`src/rtl/enemy_hit_pkg.sv`:
```
// Shared types and helpers for the enemy hit engine: coordinate width, scan FSM
// states, default hitbox size and a lowest-set-bit finder.
package enemy_hit_pkg;

    localparam int COORD_W      = 10;
    localparam int DEF_HITBOX_W = 32;
    localparam int DEF_HITBOX_H = 32;
    localparam int MAX_BULLETS  = 32;
    localparam int BIDX_W       = 5;

    typedef enum logic [1:0] {
        IDLE = 2'd0,
        SCAN = 2'd1,
        DONE = 2'd2
    } state_e;

    typedef struct packed {
        logic              found;
        logic [BIDX_W-1:0] idx;
    } first_one_t;

    // Lowest set bit wins; scanning downward leaves the lowest index last.
    function automatic first_one_t first_one(input logic [MAX_BULLETS-1:0] mask);
        first_one_t r;
        r.found = 1'b0;
        r.idx   = {BIDX_W{1'b0}};
        for (int k = MAX_BULLETS - 1; k >= 0; k--) begin
            if (mask[k]) begin
                r.found = 1'b1;
                r.idx   = BIDX_W'(k);
            end
        end
        return r;
    endfunction

endpackage

```
`src/rtl/enemy_hit_engine_cmp.sv`:
```
// Point-in-box test for one bullet against the currently scanned enemy.
// Coordinates are widened by one bit so boxes near x/y=1023 do not wrap.
module hit_box_cmp
    import enemy_hit_pkg::*;
#(
    parameter int HITBOX_W = DEF_HITBOX_W,
    parameter int HITBOX_H = DEF_HITBOX_H
) (
    input  logic [COORD_W-1:0] box_x_i,
    input  logic [COORD_W-1:0] box_y_i,
    input  logic [COORD_W-1:0] pt_x_i,
    input  logic [COORD_W-1:0] pt_y_i,
    input  logic               en_i,
    output logic               hit_o
);

    localparam int CW = COORD_W + 1;

    logic [CW-1:0] box_x_s;
    logic [CW-1:0] box_y_s;
    logic [CW-1:0] pt_x_s;
    logic [CW-1:0] pt_y_s;

    assign box_x_s = {1'b0, box_x_i};
    assign box_y_s = {1'b0, box_y_i};
    assign pt_x_s  = {1'b0, pt_x_i};
    assign pt_y_s  = {1'b0, pt_y_i};

    assign hit_o = en_i
                 & (pt_x_s >= box_x_s) & (pt_x_s < box_x_s + CW'(HITBOX_W))
                 & (pt_y_s >= box_y_s) & (pt_y_s < box_y_s + CW'(HITBOX_H));

endmodule

```
`src/rtl/enemy_hit_engine.sv`:
```
// Frame-scanned bullet/enemy collision and health manager: one enemy per clk25
// cycle against all snapshotted bullets, with hit points, hurt timers and kills.
module enemy_hit_engine
    import enemy_hit_pkg::*;
#(
    parameter int ENEMY_COUNT  = 23,
    parameter int BULLET_COUNT = 8,
    parameter int HITBOX_W     = DEF_HITBOX_W,
    parameter int HITBOX_H     = DEF_HITBOX_H,
    parameter int HP_W         = 2,
    parameter int HURT_FRAMES  = 4
) (
    input  logic                                   clk25,
    input  logic                                   rst_n,
    input  logic                                   frame_start,
    input  logic [BULLET_COUNT-1:0][COORD_W-1:0]   bullet_x,
    input  logic [BULLET_COUNT-1:0][COORD_W-1:0]   bullet_y,
    input  logic [BULLET_COUNT-1:0]                bullet_active,
    input  logic [ENEMY_COUNT-1:0][COORD_W-1:0]    enemy_x,
    input  logic [ENEMY_COUNT-1:0][COORD_W-1:0]    enemy_y,
    input  logic [ENEMY_COUNT-1:0]                 revive_mask,
    input  logic [HP_W-1:0]                        revive_hp,
    output logic [ENEMY_COUNT-1:0]                 enemy_alive,
    output logic [ENEMY_COUNT-1:0]                 enemy_hurt,
    output logic [BULLET_COUNT-1:0]                bullet_hit,
    output logic                                   kill_valid,
    output logic [$clog2(ENEMY_COUNT)-1:0]         kill_idx,
    output logic                                   scan_busy,
    output logic                                   scan_done,
    output logic                                   scan_overrun
);

    localparam int IDX_W  = $clog2(ENEMY_COUNT);
    localparam int HURT_W = (HURT_FRAMES > 0) ? $clog2(HURT_FRAMES + 1) : 1;
    localparam logic [IDX_W-1:0] LAST_IDX = IDX_W'(ENEMY_COUNT - 1);

    state_e                                state_q, state_d;
    logic [IDX_W-1:0]                      idx_q, idx_d;
    logic [BULLET_COUNT-1:0][COORD_W-1:0]  bx_q, by_q;
    logic [BULLET_COUNT-1:0]               bact_q;
    logic [BULLET_COUNT-1:0]               consumed_q, consumed_d;
    logic [ENEMY_COUNT-1:0][HP_W-1:0]      hp_q, hp_d;
    logic [ENEMY_COUNT-1:0][HURT_W-1:0]    hurt_q, hurt_d;
    logic [ENEMY_COUNT-1:0]                alive_q, alive_d, hurt_flag_q, hurt_flag_d;
    logic [BULLET_COUNT-1:0]               bhit_q, bhit_d;
    logic                                  kill_valid_q, kill_valid_d;
    logic [IDX_W-1:0]                      kill_idx_q, kill_idx_d;
    logic                                  busy_q, busy_d, done_q, done_d, ovr_q, ovr_d;

    logic                    start_s, scan_s, dmg_s, hittable_s;
    logic [COORD_W-1:0]      cur_x_s, cur_y_s;
    logic [HP_W-1:0]         hp_cur_s, revive_val_s;
    logic [HURT_W-1:0]       hurt_cur_s;
    logic [BULLET_COUNT-1:0] hit_vec_s;
    first_one_t              pick_s;

    assign start_s      = (state_q == IDLE) & frame_start;
    assign scan_s       = (state_q == SCAN);
    assign cur_x_s      = enemy_x[idx_q];
    assign cur_y_s      = enemy_y[idx_q];
    assign hp_cur_s     = hp_q[idx_q];
    assign hurt_cur_s   = hurt_q[idx_q];
    assign revive_val_s = (revive_hp == {HP_W{1'b0}}) ? HP_W'(1) : revive_hp;
    assign hittable_s   = (hp_cur_s != {HP_W{1'b0}}) & (hurt_cur_s == {HURT_W{1'b0}});

    for (genvar j = 0; j < BULLET_COUNT; j++) begin : g_cmp
        hit_box_cmp #(
            .HITBOX_W (HITBOX_W),
            .HITBOX_H (HITBOX_H)
        ) u_cmp (
            .box_x_i (cur_x_s),
            .box_y_i (cur_y_s),
            .pt_x_i  (bx_q[j]),
            .pt_y_i  (by_q[j]),
            .en_i    (bact_q[j] & ~consumed_q[j]),
            .hit_o   (hit_vec_s[j])
        );
    end

    assign pick_s = first_one(MAX_BULLETS'(hit_vec_s));
    assign dmg_s  = scan_s & hittable_s & pick_s.found;

    // FSM state register
    always_ff @(posedge clk25 or negedge rst_n) begin
        if (!rst_n) begin
            state_q <= IDLE;
        end else begin
            state_q <= state_d;
        end
    end

    // FSM next-state
    always_comb begin
        state_d = state_q;
        case (state_q)
            IDLE:    state_d = frame_start ? SCAN : IDLE;
            SCAN:    state_d = (idx_q == LAST_IDX) ? DONE : SCAN;
            DONE:    state_d = IDLE;
            default: state_d = IDLE;
        endcase
    end

    // FSM outputs (next values of the registered status pulses)
    always_comb begin
        busy_d = (state_d == SCAN);
        done_d = (state_d == DONE);
        bhit_d = (state_d == DONE) ? consumed_d : {BULLET_COUNT{1'b0}};
        ovr_d  = frame_start & (state_q != IDLE);
    end

    // Damage, hurt timers, consumed mask and revive; revive overrides same-cycle damage
    always_comb begin
        hp_d         = hp_q;
        hurt_d       = hurt_q;
        consumed_d   = consumed_q;
        kill_valid_d = 1'b0;
        kill_idx_d   = kill_idx_q;
        idx_d        = (scan_s && (idx_q != LAST_IDX)) ? idx_q + IDX_W'(1) : {IDX_W{1'b0}};
        if (start_s) begin
            consumed_d = {BULLET_COUNT{1'b0}};
        end else if (scan_s) begin
            if (dmg_s) begin
                for (int j = 0; j < BULLET_COUNT; j++) begin
                    consumed_d[j] = consumed_q[j] | (pick_s.idx == BIDX_W'(j));
                end
                hp_d[idx_q] = hp_cur_s - HP_W'(1);
                if (hp_cur_s == HP_W'(1)) begin
                    kill_valid_d = 1'b1;
                    kill_idx_d   = idx_q;
                end else begin
                    hurt_d[idx_q] = HURT_W'(HURT_FRAMES);
                end
            end else if (hurt_cur_s != {HURT_W{1'b0}}) begin
                hurt_d[idx_q] = hurt_cur_s - HURT_W'(1);
            end else begin
                hurt_d[idx_q] = hurt_cur_s;
            end
        end else begin
            consumed_d = consumed_q;
        end
        for (int e = 0; e < ENEMY_COUNT; e++) begin
            hp_d[e]        = revive_mask[e] ? revive_val_s : hp_d[e];
            hurt_d[e]      = revive_mask[e] ? {HURT_W{1'b0}} : hurt_d[e];
            alive_d[e]     = (hp_d[e] != {HP_W{1'b0}});
            hurt_flag_d[e] = (hurt_d[e] != {HURT_W{1'b0}});
        end
        kill_valid_d = kill_valid_d & ~revive_mask[idx_q];
    end

    // Datapath and output registers
    always_ff @(posedge clk25 or negedge rst_n) begin
        if (!rst_n) begin
            idx_q        <= {IDX_W{1'b0}};
            bx_q         <= '0;
            by_q         <= '0;
            bact_q       <= {BULLET_COUNT{1'b0}};
            consumed_q   <= {BULLET_COUNT{1'b0}};
            hp_q         <= '0;
            hurt_q       <= '0;
            alive_q      <= {ENEMY_COUNT{1'b0}};
            hurt_flag_q  <= {ENEMY_COUNT{1'b0}};
            bhit_q       <= {BULLET_COUNT{1'b0}};
            kill_valid_q <= 1'b0;
            kill_idx_q   <= {IDX_W{1'b0}};
            busy_q       <= 1'b0;
            done_q       <= 1'b0;
            ovr_q        <= 1'b0;
        end else begin
            if (start_s) begin
                bx_q   <= bullet_x;
                by_q   <= bullet_y;
                bact_q <= bullet_active;
            end else begin
                bact_q <= bact_q;
            end
            idx_q        <= idx_d;
            consumed_q   <= consumed_d;
            hp_q         <= hp_d;
            hurt_q       <= hurt_d;
            alive_q      <= alive_d;
            hurt_flag_q  <= hurt_flag_d;
            bhit_q       <= bhit_d;
            kill_valid_q <= kill_valid_d;
            kill_idx_q   <= kill_idx_d;
            busy_q       <= busy_d;
            done_q       <= done_d;
            ovr_q        <= ovr_d;
        end
    end

    assign enemy_alive  = alive_q;
    assign enemy_hurt   = hurt_flag_q;
    assign bullet_hit   = bhit_q;
    assign kill_valid   = kill_valid_q;
    assign kill_idx     = kill_idx_q;
    assign scan_busy    = busy_q;
    assign scan_done    = done_q;
    assign scan_overrun = ovr_q;

endmodule
```
`config.mk`:
```
export PLATFORM = sky130hd
export DESIGN_NAME = enemy_hit_engine
export DESIGN_NICKNAME = d
export VERILOG_FILES = /design/src/rtl/enemy_hit_pkg.sv /design/src/rtl/enemy_hit_engine_cmp.sv /design/src/rtl/enemy_hit_engine.sv
export SDC_FILE = /design/constraint.sdc
export NUM_CORES = 1
export LEC_CHECK = 0
export CORE_AREA = 5 5 274 276
export CTS_CLUSTER_SIZE = 28
export DETAILED_ROUTE_END_ITERATION = 6
export DIE_AREA = 0 0 279 281
export REMOVE_ABC_BUFFERS = 1
export SYNTH_ARGS = -nofsm -noshare
export SYNTH_HDL_FRONTEND = slang
export SYNTH_SLANG_ARGS = --single-unit
```
`constraint.sdc`:
```
create_clock -name clk25 -period 7.8 [get_ports clk25]
set_input_delay 1.17 -clock clk25 [delete_from_list [all_inputs] [get_ports clk25]]
set_output_delay 1.17 -clock clk25 [all_outputs]
set_load 0.02 [all_outputs]
```
==> flow_metrics.py <==
metrics = {
    "route": {
        "totalWireLength_mm": 116,
        "initialDrtViolationCount": 1539,
        "detail_route.drc_violations": 0,
        "dr.pass1.iters": 5,
        "top_layer": "met5",
        "routed_length_per_instance_um": 28.6,
        "drtAntennaViolNets": 0,
        "met2_wl_post_dr_mm": 57.2,
        "drt-met1-wl_mm": 48.7,
        "drt-vias-per-instance": 5.64,
        "wl_met3_mm": 7.16,
        "routed-via-count": 22900,
    },
    "clocking": {
        "cts_htree_levels": 2,
        "cts.sink_count": 361,
        "insertion_delay_to_the_later_sink_of_the_worst_skew_pair_ps": 580,
        "cts_buf_count": 43,
        "cts-root-to-sink-buffers": 3,
        "clock_tree.root_cell": "sky130_fd_sc_hd__clkbuf_16",
        "hold_bufs_at_cts": 0,
        "clock_tree_from_tritoncts": "yes",
        "clock_transition_at_the_registers_of_the_reported_paths_ps": 60,
        "ctsResizeCount": 0,
        "cts_setup_buffers": 0,
    },
    "timing": {
        "finalHoldWorstSlack_ps": 488,
        "hold_viol_final": 0,
        "finalSetupTns_ps": 0,
        "post-route-min-period_ps": 7070,
        "worstMarginPinSlew_ps": 1250,
        "maxSlewViolCount": 0,
        "fin_skew_ps": 34.4,
        "setup_viol": 0,
        "fmax_mhz": 141,
        "post-route-period-util_pct": 90.6,
        "slew_headroom_pct": 16.6,
        "grt_setup_unrepaired": "false",
    },
    "logic_synthesis": {
        "synth.top_cells.by_area": "sky130_fd_sc_hd__dfrtp_1 (35%), sky130_fd_sc_hd__ha_1 (12%), sky130_fd_sc_hd__mux4_2 (9.4%), sky130_fd_sc_hd__mux2_2 (7.7%), sky130_fd_sc_hd__mux2i_1 (5.6%)",
        "count_of_flip_flops_with_a_built_in_enable_after_synthesis": 0,
        "yosysTopAreaCellShare_pct": 35.5,
        "yosys_most_used_dff": "sky130_fd_sc_hd__dfrtp_1",
        "yosys_register_bits": 361,
        "synth_cell_types": 93,
        "yosys_warnings": 0,
        "synth_area_um2": 25500,
        "async_reset_ff_share_pct": 100,
        "synth_cells": 2343,
        "synth_largest_area_cell": "sky130_fd_sc_hd__dfrtp_1",
        "post_synth.cell_area_avg_um2": 10.9,
        "seq_area_frac_synth_pct": 35.5,
    },
    "pwr": {
        "power.density_cell_area_nw_per_um2": 490,
        "irDropWorstVdd_mv": 0.403,
        "power_leakage_nw": 15.3,
    },
    "floorplan": {
        "start_util_pct": 35.2,
        "floorplan.die_area_um2": 78400,
        "core.rowCount": 99,
        "top_level_ports": 719,
        "chipHeight_um": 281,
        "core-area_um2": 72300,
        "floorplan.die.width_um": 279,
    },
    "hold_path": {
        "hp-class": "flop to flop",
    },
    "setup_path": {
        "cp_data_arrival_time_ps": 7500,
        "category_of_the_critical_setup_timing_path": "flop to flop",
        "critPathLaunchType": "flop",
        "cp.required_ps": 8230,
        "crit_path_max_fanout": 43,
        "kind_of_end_point_of_the_critical_path": "flop",
    },
    "global_route": {
        "grt_start_max_net_pins": 159,
        "wire_length_of_the_first_global_routing_pass_mm": 166,
        "grtUsageTotal_pct": 28.5,
        "grt_overflow": 0,
        "number_of_antenna_violations_at_the_first_check_in_global_routing": 12,
        "first_global_vias": 24400,
    },
    "cells_and_area": {
        "multi_input_comb_area_um2": 15500,
        "area.growth.synth_to_final_pct": 39.3,
        "finish.net_count": 3952,
        "final_layout_size_suffix_gt1_share_pct": 15.6,
        "seqCellArea_um2": 9040,
        "fillers": 6560,
    },
    "flow_run": {
        "max_cap_violations": 0,
    },
    "place": {
        "hpwl_mm": 92.7,
        "port_buffers": 718,
        "gp_congestion": 0.999,
    },
    "status": {
        "status": "finished clean",
    },
}
kinds of logic after synthesis:
group,count (synthesis),share of synthesized area [%]
flops,361,35.5
simple gates,532,10.6
xor+xnor,9,0.309
compound gates,555,15.2
fa+ha+maj,243,11.9
buf+inv,221,3.81
mux,422,22.6
registers in the layout, indices dropped and copies added, names as in the netlist:
name          flops
bact_q            8
enemy_alive      23
kill_valid        1
kill_idx          5
scan_busy         1
hurt_q           69
hp_q             46
consumed_q        8
state_q           2
by_q             80
scan_done         1
bullet_hit        8
bx_q             80
enemy_hurt       23
idx_q             5
scan_overrun      1
placed cells by master, fill, tap and decap left out, types with 8 or more instances in the layout:
master                            Yosys  routed
sky130_fd_sc_hd__diode_2              0      11
sky130_fd_sc_hd__nor2b_1             25      23
sky130_fd_sc_hd__buf_4                6      77
sky130_fd_sc_hd__dfrtp_1            361     358
sky130_fd_sc_hd__a31oi_1             15      15
sky130_fd_sc_hd__nand3b_1             9       9
sky130_fd_sc_hd__a211o_1             16      16
sky130_fd_sc_hd__or3_1               17      17
sky130_fd_sc_hd__o21ai_0            160     160
sky130_fd_sc_hd__o21bai_1             8       8
sky130_fd_sc_hd__clkbuf_8             0       9
sky130_fd_sc_hd__clkbuf_16            0      44
sky130_fd_sc_hd__a211oi_1             9       9
sky130_fd_sc_hd__ha_1               242     242
sky130_fd_sc_hd__and2_1              15      15
sky130_fd_sc_hd__and3_1              13      13
sky130_fd_sc_hd__a221o_1             10      10
sky130_fd_sc_hd__o22ai_1             24      24
sky130_fd_sc_hd__a22oi_1             13      13
sky130_fd_sc_hd__a221oi_1            10      10
sky130_fd_sc_hd__a32o_1              44      44
sky130_fd_sc_hd__nand2_1            147     147
sky130_fd_sc_hd__nand4_1             25      25
sky130_fd_sc_hd__o211ai_1            10      10
sky130_fd_sc_hd__mux4_2             106     106
sky130_fd_sc_hd__nor4_1               8       8
sky130_fd_sc_hd__mux2i_1            142     142
sky130_fd_sc_hd__or2_1               18      18
sky130_fd_sc_hd__clkdlybuf4s50_1      0     717
sky130_fd_sc_hd__a21oi_1             94      94
sky130_fd_sc_hd__nand3_1             26      26
sky130_fd_sc_hd__mux2_2             174     174
sky130_fd_sc_hd__a21o_1              32      32
sky130_fd_sc_hd__o21a_1              28      28
sky130_fd_sc_hd__nand2b_1            36      36
sky130_fd_sc_hd__nor3_1              35      35
sky130_fd_sc_hd__inv_1               85      85
sky130_fd_sc_hd__nor2_1             122     121
sky130_fd_sc_hd__a221oi_2             8       8
cell usage after synthesis (32+ instances only):
library cell and n:
sky130_fd_sc_hd__mux2_2 174, sky130_fd_sc_hd__mux4_2 106, sky130_fd_sc_hd__nor2_1 122, sky130_fd_sc_hd__inv_1 85, sky130_fd_sc_hd__nand2_1 147, sky130_fd_sc_hd__dfrtp_1 361, sky130_fd_sc_hd__nand2b_1 36, sky130_fd_sc_hd__ha_1 242
sky130_fd_sc_hd__o21ai_0 160, sky130_fd_sc_hd__clkbuf_1 70, sky130_fd_sc_hd__mux2i_1 142, sky130_fd_sc_hd__nor3_1 35, sky130_fd_sc_hd__a21o_1 32, sky130_fd_sc_hd__a32o_1 44, sky130_fd_sc_hd__a21oi_1 94
worst paths after layout:
path                       slack, ps               startpoint  cells after the start                 endpoint
min in group asynchronous        670                    rst_n                      1     bx_q[42]$_DFFE_PN0P_
hold / removal                   490  kill_idx[0]$_DFFE_PN0P_                      2  kill_idx[0]$_DFFE_PN0P_
setup reg to reg                 730       idx_q[1]$_DFF_PN0_                     21  enemy_hurt[7]$_DFF_PN0_
setup / recovery                 730       idx_q[1]$_DFF_PN0_                     21  enemy_hurt[7]$_DFF_PN0_
max in group asynchronous       5240                    rst_n                      2       idx_q[1]$_DFF_PN0_
hold reg to reg                  490  kill_idx[0]$_DFFE_PN0P_                      2  kill_idx[0]$_DFFE_PN0P_
critical path, cell delays in order (launching register included):
cell	delay [ps]
sky130_fd_sc_hd__dfrtp_4	920
sky130_fd_sc_hd__buf_12	370
sky130_fd_sc_hd__buf_4	290
sky130_fd_sc_hd__mux4_2	520
sky130_fd_sc_hd__nand2_1	70
sky130_fd_sc_hd__a31oi_1	230
sky130_fd_sc_hd__or2_1	450
sky130_fd_sc_hd__xnor2_1	380
sky130_fd_sc_hd__ha_1	260
sky130_fd_sc_hd__nor3_1	70
sky130_fd_sc_hd__a221oi_1	240
sky130_fd_sc_hd__o21ai_0	200
sky130_fd_sc_hd__nand3b_1	170
sky130_fd_sc_hd__nand4_1	120
sky130_fd_sc_hd__a31oi_1	200
sky130_fd_sc_hd__o21ai_0	210
sky130_fd_sc_hd__a211oi_2	300
sky130_fd_sc_hd__or4b_1	760
sky130_fd_sc_hd__buf_4	320
sky130_fd_sc_hd__a21oi_1	260
sky130_fd_sc_hd__o2bb2ai_1	130
sky130_fd_sc_hd__or3_1	390
per-stage QoR:
stage	utilization, %	power, W	setup WS [ps]	instances	cell area (um2)
after CTS	49.0	0.0174	767	4047	35500
after global routing	49.0	0.0186	367	4052	35500
after floorplan	-	0.0108	-7760	2210	24800
final	49.1	0.0174	730	4058	35500
after global placement	46.9	0.0148	581	3968	33900
after detailed placement	46.9	0.0151	506	3968	33900
power by group:
group          internal, W  total [W]  switching [W]
clock              0.00136    0.00222       0.000865
combinational      0.00498     0.0120        0.00705
sequential         0.00251    0.00314       0.000632
total              0.00885     0.0174        0.00855
area by class of cell:
cell class                      instances  share of cell area (%)
Tap cell                              959                    3.38
Multi-Input combinational cell       1761                    43.7
Clock inverter                         19                   0.842
Antenna cell                           11                  0.0775
Clock buffer                           60                    3.52
Inverter                               88                   0.931
Timing Repair Buffer                  799                    22.1
Sequential cell                       361                    25.5
per-layer routing:
metal / GRT usage, % / vias to the layer above
met5: 0 / -
met4: 6.76 / 4
met3: 5.28 / 142
met2: 49.6 / 891
met1: 36.9 / 11500
li1: - / 10400
Note: power is estimated with default switching activity, not from simulation.
